==> src/rtl/vector_output_serializer_if.sv <==
// Bundle of the CPU-facing vector port and the sink-facing pixel stream.
// The master modport is the serializer; the slave modport is its environment
// (the CPU plus the image sink).
interface vector_output_serializer_if #(
  parameter int VECTOR_SIZE  = 6,
  parameter int OUTPUT_WIDTH = 8,
  parameter int FIFO_DEPTH   = 4
) ();
  localparam int LEVEL_W = $clog2(FIFO_DEPTH) + 1;

  logic [VECTOR_SIZE*OUTPUT_WIDTH-1:0] vecIn;
  logic                                vecValid;
  logic [OUTPUT_WIDTH-1:0]             pixOut;
  logic                                pixValid;
  logic                                pixReady;
  logic                                frameDone;
  logic                                overflow;
  logic [LEVEL_W-1:0]                  fifoLevel;

  modport master (
    input  vecIn, vecValid, pixReady,
    output pixOut, pixValid, frameDone, overflow, fifoLevel
  );

  modport slave (
    output vecIn, vecValid, pixReady,
    input  pixOut, pixValid, frameDone, overflow, fifoLevel
  );
endinterface

==> src/rtl/vector_output_serializer.sv <==
// Captures CPU output vectors into a small FIFO and serializes them, most
// significant lane first, onto a valid/ready pixel stream. Counts pixels per
// frame, pulses frameDone after the last pixel of each frame, and flags
// vectors lost because the CPU cannot be stalled.
module vector_output_serializer #(
  parameter int VECTOR_SIZE  = 6,
  parameter int OUTPUT_WIDTH = 8,
  parameter int FIFO_DEPTH   = 4,
  parameter int FRAME_PIXELS = 76800,
  parameter int CNT_WIDTH    = 17
) (
  input  logic                           clock,
  input  logic                           reset,
  vector_output_serializer_if.master     bus
);
  localparam int VW      = VECTOR_SIZE * OUTPUT_WIDTH;
  localparam int PTR_W   = $clog2(FIFO_DEPTH);
  localparam int LEVEL_W = $clog2(FIFO_DEPTH) + 1;
  localparam int LANE_W  = $clog2(VECTOR_SIZE + 1);

  localparam logic [0:0] S_IDLE = 1'b0;
  localparam logic [0:0] S_SEND = 1'b1;

  logic [VW-1:0]           mem [FIFO_DEPTH];
  logic [PTR_W-1:0]        wr_ptr, rd_ptr;
  logic [LEVEL_W-1:0]      level;
  logic [VW-1:0]           head;
  logic [VW-1:0]           shreg;
  logic [LANE_W-1:0]       lane;
  logic [CNT_WIDTH-1:0]    pix_cnt;
  logic [0:0]              state;
  logic [OUTPUT_WIDTH-1:0] pix_q;
  logic                    valid_q;
  logic                    done_q;
  logic                    ovf_q;
  logic                    accept, last_lane, pop, push;

  // Handshake decode: a pop refills the shift register either from IDLE or
  // right as the last lane is taken, so back-to-back vectors have no bubble.
  always_comb begin
    // NOTE: every always_comb output gets a default first so no latch is inferred.
    accept    = 1'b0;
    last_lane = 1'b0;
    pop       = 1'b0;
    push      = 1'b0;
    head      = mem[rd_ptr];
    accept    = valid_q && bus.pixReady;
    last_lane = (lane == LANE_W'(VECTOR_SIZE - 1));
    pop       = (level != '0) && ((state == S_IDLE) || (accept && last_lane));
    push      = bus.vecValid && ((level != LEVEL_W'(FIFO_DEPTH)) || pop);
  end

  // FIFO storage: pure data, validity is tracked by the pointers and level.
  always_ff @(posedge clock) begin
    // NOTE: the storage array is deliberately left out of reset; only the
    // pointers and level define what is valid, so reset costs nothing here.
    if (push) mem[wr_ptr] <= bus.vecIn;
  end

  // FIFO bookkeeping and sticky overflow flag.
  always_ff @(posedge clock or posedge reset) begin
    // NOTE: sequential state always uses non-blocking assignments so every
    // register samples pre-edge values regardless of statement order.
    if (reset) begin
      wr_ptr <= '0;
      rd_ptr <= '0;
      level  <= '0;
      ovf_q  <= 1'b0;
    end else begin
      if (push) wr_ptr <= wr_ptr + 1'b1;
      if (pop)  rd_ptr <= rd_ptr + 1'b1;
      case ({push, pop})
        2'b10:   level <= level + 1'b1;
        2'b01:   level <= level - 1'b1;
        default: level <= level;
      endcase
      if (bus.vecValid && !push) ovf_q <= 1'b1;
    end
  end

  // Serializer FSM with registered pixel outputs, MS lane first.
  always_ff @(posedge clock or posedge reset) begin
    if (reset) begin
      state   <= S_IDLE;
      shreg   <= '0;
      lane    <= '0;
      pix_q   <= '0;
      valid_q <= 1'b0;
    end else if (pop) begin
      pix_q   <= head[VW-1 -: OUTPUT_WIDTH];
      shreg   <= head << OUTPUT_WIDTH;
      lane    <= '0;
      valid_q <= 1'b1;
      state   <= S_SEND;
    end else if (accept) begin
      if (!last_lane) begin
        pix_q <= shreg[VW-1 -: OUTPUT_WIDTH];
        shreg <= shreg << OUTPUT_WIDTH;
        lane  <= lane + 1'b1;
      end else begin
        valid_q <= 1'b0;
        state   <= S_IDLE;
      end
    end
  end

  // Frame pixel counter; frameDone is high for the cycle after the last beat.
  always_ff @(posedge clock or posedge reset) begin
    if (reset) begin
      pix_cnt <= '0;
      done_q  <= 1'b0;
    end else begin
      done_q <= 1'b0;
      if (accept) begin
        if (pix_cnt == CNT_WIDTH'(FRAME_PIXELS - 1)) begin
          pix_cnt <= '0;
          done_q  <= 1'b1;
        end else begin
          pix_cnt <= pix_cnt + 1'b1;
        end
      end
    end
  end

  assign bus.pixOut    = pix_q;
  assign bus.pixValid  = valid_q;
  assign bus.frameDone = done_q;
  assign bus.overflow  = ovf_q;
  assign bus.fifoLevel = level;
endmodule

==> src/flat_wrapper.sv <==
// flat-port wrapper written by rule: the top's interface ports become plain ports
module vector_output_serializer_flat 
#(
  parameter int VECTOR_SIZE  = 6,
  parameter int OUTPUT_WIDTH = 8,
  parameter int FIFO_DEPTH   = 4,
  parameter int FRAME_PIXELS = 76800,
  parameter int CNT_WIDTH    = 17
)
  (clock, reset, bus_vecIn, bus_vecValid, bus_pixReady, bus_pixOut, bus_pixValid, bus_frameDone, bus_overflow, bus_fifoLevel);
  vector_output_serializer_if #(.VECTOR_SIZE(VECTOR_SIZE), .OUTPUT_WIDTH(OUTPUT_WIDTH), .FIFO_DEPTH(FIFO_DEPTH)) bus_i ();
  input  logic clock;
  input  logic reset;
  input wire logic [$bits(bus_i.vecIn)-1:0] bus_vecIn;
  input wire logic [$bits(bus_i.vecValid)-1:0] bus_vecValid;
  input wire logic [$bits(bus_i.pixReady)-1:0] bus_pixReady;
  output wire logic [$bits(bus_i.pixOut)-1:0] bus_pixOut;
  output wire logic [$bits(bus_i.pixValid)-1:0] bus_pixValid;
  output wire logic [$bits(bus_i.frameDone)-1:0] bus_frameDone;
  output wire logic [$bits(bus_i.overflow)-1:0] bus_overflow;
  output wire logic [$bits(bus_i.fifoLevel)-1:0] bus_fifoLevel;
  assign bus_i.vecIn = bus_vecIn;
  assign bus_i.vecValid = bus_vecValid;
  assign bus_i.pixReady = bus_pixReady;
  assign bus_pixOut = bus_i.pixOut;
  assign bus_pixValid = bus_i.pixValid;
  assign bus_frameDone = bus_i.frameDone;
  assign bus_overflow = bus_i.overflow;
  assign bus_fifoLevel = bus_i.fifoLevel;
  vector_output_serializer #(.VECTOR_SIZE(VECTOR_SIZE), .OUTPUT_WIDTH(OUTPUT_WIDTH), .FIFO_DEPTH(FIFO_DEPTH), .FRAME_PIXELS(FRAME_PIXELS), .CNT_WIDTH(CNT_WIDTH)) u_core (.clock(clock), .reset(reset), .bus(bus_i));
endmodule
==> config.mk <==
export PLATFORM = sky130hd
export DESIGN_NAME = vector_output_serializer_flat
export DESIGN_NICKNAME = d
export VERILOG_FILES = /design/src/rtl/vector_output_serializer_if.sv /design/src/rtl/vector_output_serializer.sv /design/src/flat_wrapper.sv
export SDC_FILE = /design/constraint.sdc
export NUM_CORES = 1
export LEC_CHECK = 0
export BUFFER_PORTS_ARGS = -buffer_cell sky130_fd_sc_hd__buf_2
export CORE_MARGIN = 2
export CORE_UTILIZATION = 54
export CTS_CLUSTER_DIAMETER = 80
export DETAILED_ROUTE_END_ITERATION = 6
export PLACE_DENSITY_LB_ADDON = 0.12
export SYNTH_ARGS = -nofsm -noshare
export SYNTH_HDL_FRONTEND = slang
export SYNTH_SLANG_ARGS = --single-unit
==> constraint.sdc <==
create_clock -name clock -period 3.65 [get_ports clock]
set_input_delay 0.5475 -clock clock [delete_from_list [all_inputs] [get_ports clock]]
set_output_delay 0.5475 -clock clock [all_outputs]
set_load 0.05 [all_outputs]
==> qor.txt <==
======================================================================================
Worst slew margin .......................................................        0.513
Final estimated routing congestion in global placement ..................        0.779
Reg-to-reg endpoint ..................................................... u_core.mem[1][46]$_DFFE_PP_
Main combinational cell family by area after synthesis .................. multiplexers
Depth of the worst register-to-register path ............................            7
Maximum number of pins on one net before global-route repair ............           51
Critical-path cell list ................................................. inv_1, ha_1, nand3_1, nand2_1, o21a_1, and2_2, buf_12
Floorplan Core Area .....................................................    19400 um2
Half-perimeter wire length after detailed placement .....................      12.2 mm
Number of hold violations in the final report ...........................            0
DIE HEIGHT ..............................................................       144 um
Netlist area before placement ...........................................    10600 um2
# setup viols final .....................................................            0
Share of layout cells above drive strength 1 ............................        0.261
CP max FO ...............................................................           28
Worst setup margin ......................................................       951 ps
Worst voltage drop across the vdd grid ..................................     0.495 mV
Die ar. .................................................................    20800 um2
Proportion of synthesized flip-flops having asynchronous set or reset ...        0.289
Area of all placed cells without fillers ................................    12300 um2
Router iterations before antenna repair .................................            4
CP bufs+invs ............................................................            2
Fillcell total ..........................................................         1404
Nets@finish .............................................................          746
Number of sinks driven by the clock tree ................................          270
Residual DRC ............................................................            0
Critical Path Max Stage Delay ...........................................       610 ps
Via count of the first global-routing pass ..............................         5744
Maximum capacitance violations ..........................................            0
Routed length on met1 ...................................................      8.24 mm
Remaining global-route overflow .........................................            0
Unrepaired setup endpoints after global routing .........................        false
Final critical-path required period .....................................      2700 ps
Overall fraction of global-route tracks in use ..........................        0.199
Fmax ....................................................................      370 MHz
Post-synthesis net count ................................................          666
WL met3 .................................................................       862 um
Number of flops mapped to enable cells by yosys .........................          192
Worst path required time ................................................      3870 ps
Standard-cell rows ......................................................           51
Insertion delay to the later sink of the worst-skew pair ................       540 ps
Crit Path Category ...................................................... register to register
Vias ....................................................................         5477
Total length of routed wires ............................................      19.6 mm
Part of the cycle the worst path needs ..................................        0.740
Number of nets still failing antenna checks after routing ...............            0
Slew @ Worst Pin ........................................................       730 ps
TritonCTS Buffers .......................................................           28
Post-synthesis share of cell area spent on xor and xnor gates ...........       0.0124
Share of the yosys chip area belonging to registers .....................        0.725
RR Startpoint ........................................................... u_core.lane[1]$_DFFE_PP0P_
Count of distinct cell types in the synthesized netlist .................           48
Clock tree buffer depth .................................................            3
Area fraction in compound gates after synthesis .........................       0.0459
CTS H-tree lvls .........................................................            1
WL per Instance .........................................................      20.1 um
Fin Setup TNS ...........................................................         0 ps
CTS root buffer .........................................................    clkbuf_16
Dominant synthesized flop cell ..........................................     edfxtp_1
Starting density of the core ............................................        0.548
Placed Area .............................................................    11300 um2
Pre-CTS setup slack .....................................................       811 ps
Wire length of the first global-routing pass ............................      31.4 mm
Length of routed met2 wiring ............................................      10.0 mm
Detailed router's first-iteration violation count .......................          271
Crit path capture type ..................................................     register
Gates resized, CTS repair ...............................................            0
Area share of fa/ha/maj cells after synthesis ...........................       0.0101
Type of element launching the critical path .............................     register
Total power .............................................................      9.53 mW
Class of the most critical hold timing path ............................. input port to async pin
Kind of cell with the highest combined delay on the critical path ....... simple AND/OR/NAND/NOR gates
Library cell contributing the largest single delay on the critical path .       and2_2
Setup slack on the worst flop-to-flop path ..............................       950 ps
Die W ...................................................................       144 um
Cts-stage hold buffer count .............................................            0
CTS tree ................................................................          yes
Number of standard cells after synthesis ................................          606
Final max-slew violation count ..........................................            0
Power per unit of standard cell area ....................................   777 nW/um2
Mean instance size in the synthesized netlist ...........................     17.6 um2
Initial antenna violation count .........................................            3
Io pins .................................................................           66
Data arrival time of the worst path .....................................      2920 ps
Per-cell via count in the routed design .................................         5.62
P&R area growth vs syn ..................................................        15.3%
Number of buffers added for setup after CTS .............................            0
Quantity of I/O buffers inserted on ports ...............................           65
Count of synthesis-stage warnings from yosys ............................            0
Seq cells post-synth ....................................................          270
Multiplexer fraction of the synthesized cell area .......................        0.140
Setup skew after layout .................................................      21.2 ps
Leakage .................................................................      4.40 nW
Run status ..............................................................    completed
Simple-Gate Fraction of Synth Area ......................................       0.0465
Uppermost signal routing layer after detailed routing ...................         met5
Clk slew on worst S/H paths .............................................        60 ps
======================================================================================
==> layer usage <==
layer | track usage | vias up
li1 | - | 2522
met1 | 0.260 | 2814
met2 | 0.347 | 105
met3 | 0.0377 | 34
met4 | 0.0506 | 2
met5 | 0 | -
==> how the worst max path moves through the flow <==
stage	to	start	depth (start not counted)	slack [ps]
final	u_core.mem[1][46]$_DFFE_PP_	u_core.lane[1]$_DFFE_PP0P_	7	950
after global routing	u_core.mem[1][47]$_DFFE_PP_	u_core.lane[1]$_DFFE_PP0P_	7	800
after CTS	u_core.mem[1][46]$_DFFE_PP_	u_core.lane[1]$_DFFE_PP0P_	7	910
after detailed placement	u_core.mem[1][5]$_DFFE_PP_	bus_pixReady	6	810
after global placement	u_core.mem[1][1]$_DFFE_PP_	bus_pixReady	6	890
after floorplan	u_core.mem[0][0]$_DFFE_PP_	bus_pixReady	5	790
==> stage by stage <==
stage               cells  hold WS [ps]  utilization
floorplan             606           446            -
global placement      921           446        0.585
detailed placement    921           443        0.585
CTS                   973          37.8        0.632
global route          973          70.2        0.632
finish                974          42.1        0.632
==> logic make-up after synthesis <==
family | after synthesis
AO/OA/AOI/OAI | 80
XOR/XNOR | 15
adder cells (fa/ha/maj) | 8
buffers and inverters | 40
flip-flops | 270
multiplexers | 89
AND/OR/NAND/NOR | 104
==> Yosys cell counts (all sizes together) (2+ instances only) <==
cell	n	share of area
edfxtp	192	0.54
dfrtp	78	0.18
nand2	57	0.020
mux4	48	0.10
o21ai	48	0.023
mux2i	40	0.038
buf	24	0.014
inv	10	0.0035
nand3	9	0.0042
nor2	9	0.0034
a22o	8	0.0066
xor2	8	0.0066
a21oi	7	0.0036
ha	7	0.0082
xnor2	7	0.0058
clkbuf	6	0.0021
and2	4	0.0024
or3	4	0.0024
and3	3	0.0018
and4	3	0.0027
nand2b	3	0.0018
nand4	3	0.0018
nor3	3	0.0014
o22ai	3	0.0024
or4	3	0.0021
a21o	2	0.0014
a31o	2	0.0016
o211ai	2	0.0014
o31ai	2	0.0014
==> area by class of cell <==
cell class / count / area, um2 / area share
sequential: 270 / 7720 / 0.630
clock inverter: 13 / 159 / 0.0130
tap: 265 / 332 / 0.0270
clock buffer: 39 / 762 / 0.0621
antenna: 1 / 2.50 / 0.000204
inverter: 10 / 38.8 / 0.00316
multi-input combinational: 296 / 2730 / 0.223
timing repair buffer: 80 / 513 / 0.0418
==> sequential cells by signal, indices dropped and copies added (netlist names) <==
signal                cells
u_core.bus.fifoLevel      3
u_core.bus.frameDone      1
u_core.bus.overflow       1
u_core.bus.pixOut         8
u_core.lane               3
u_core.mem              192
u_core.pix_cnt           17
u_core.rd_ptr             2
u_core.shreg             40
u_core.state              1
u_core.wr_ptr             2
==> cells in the final DEF (no fill, tap or decap), types with 3 or more instances in the layout <==
cell	Yosys	routed
edfxtp_1	192	192
nand4_1	3	3
nand2b_1	3	3
buf_2	15	65
inv_1	10	9
a21oi_1	6	6
nand3_1	9	9
dfrtp_1	78	76
and3_1	3	3
o21ai_0	4	4
buf_4	8	9
xnor2_1	7	7
mux2i_1	40	40
xor2_1	8	8
a22o_1	8	8
clkbuf_1	6	9
o21ai_1	44	44
clkinv_2	0	6
nor3_1	3	3
buf_12	0	6
ha_1	7	7
nand2_1	56	56
and2_2	0	4
clkbuf_16	0	28
or4_1	3	3
bufinv_16	0	3
or3_1	4	4
mux4_2	48	48
nor2_1	8	8
==> report_power, final <==
part	internal [mW]	total, mW	switching [mW]
clock	1.67	2.80	1.13
combinational	1.03	2.24	1.21
sequential	4.03	4.49	0.459
(Power assumes the default switching activity.)
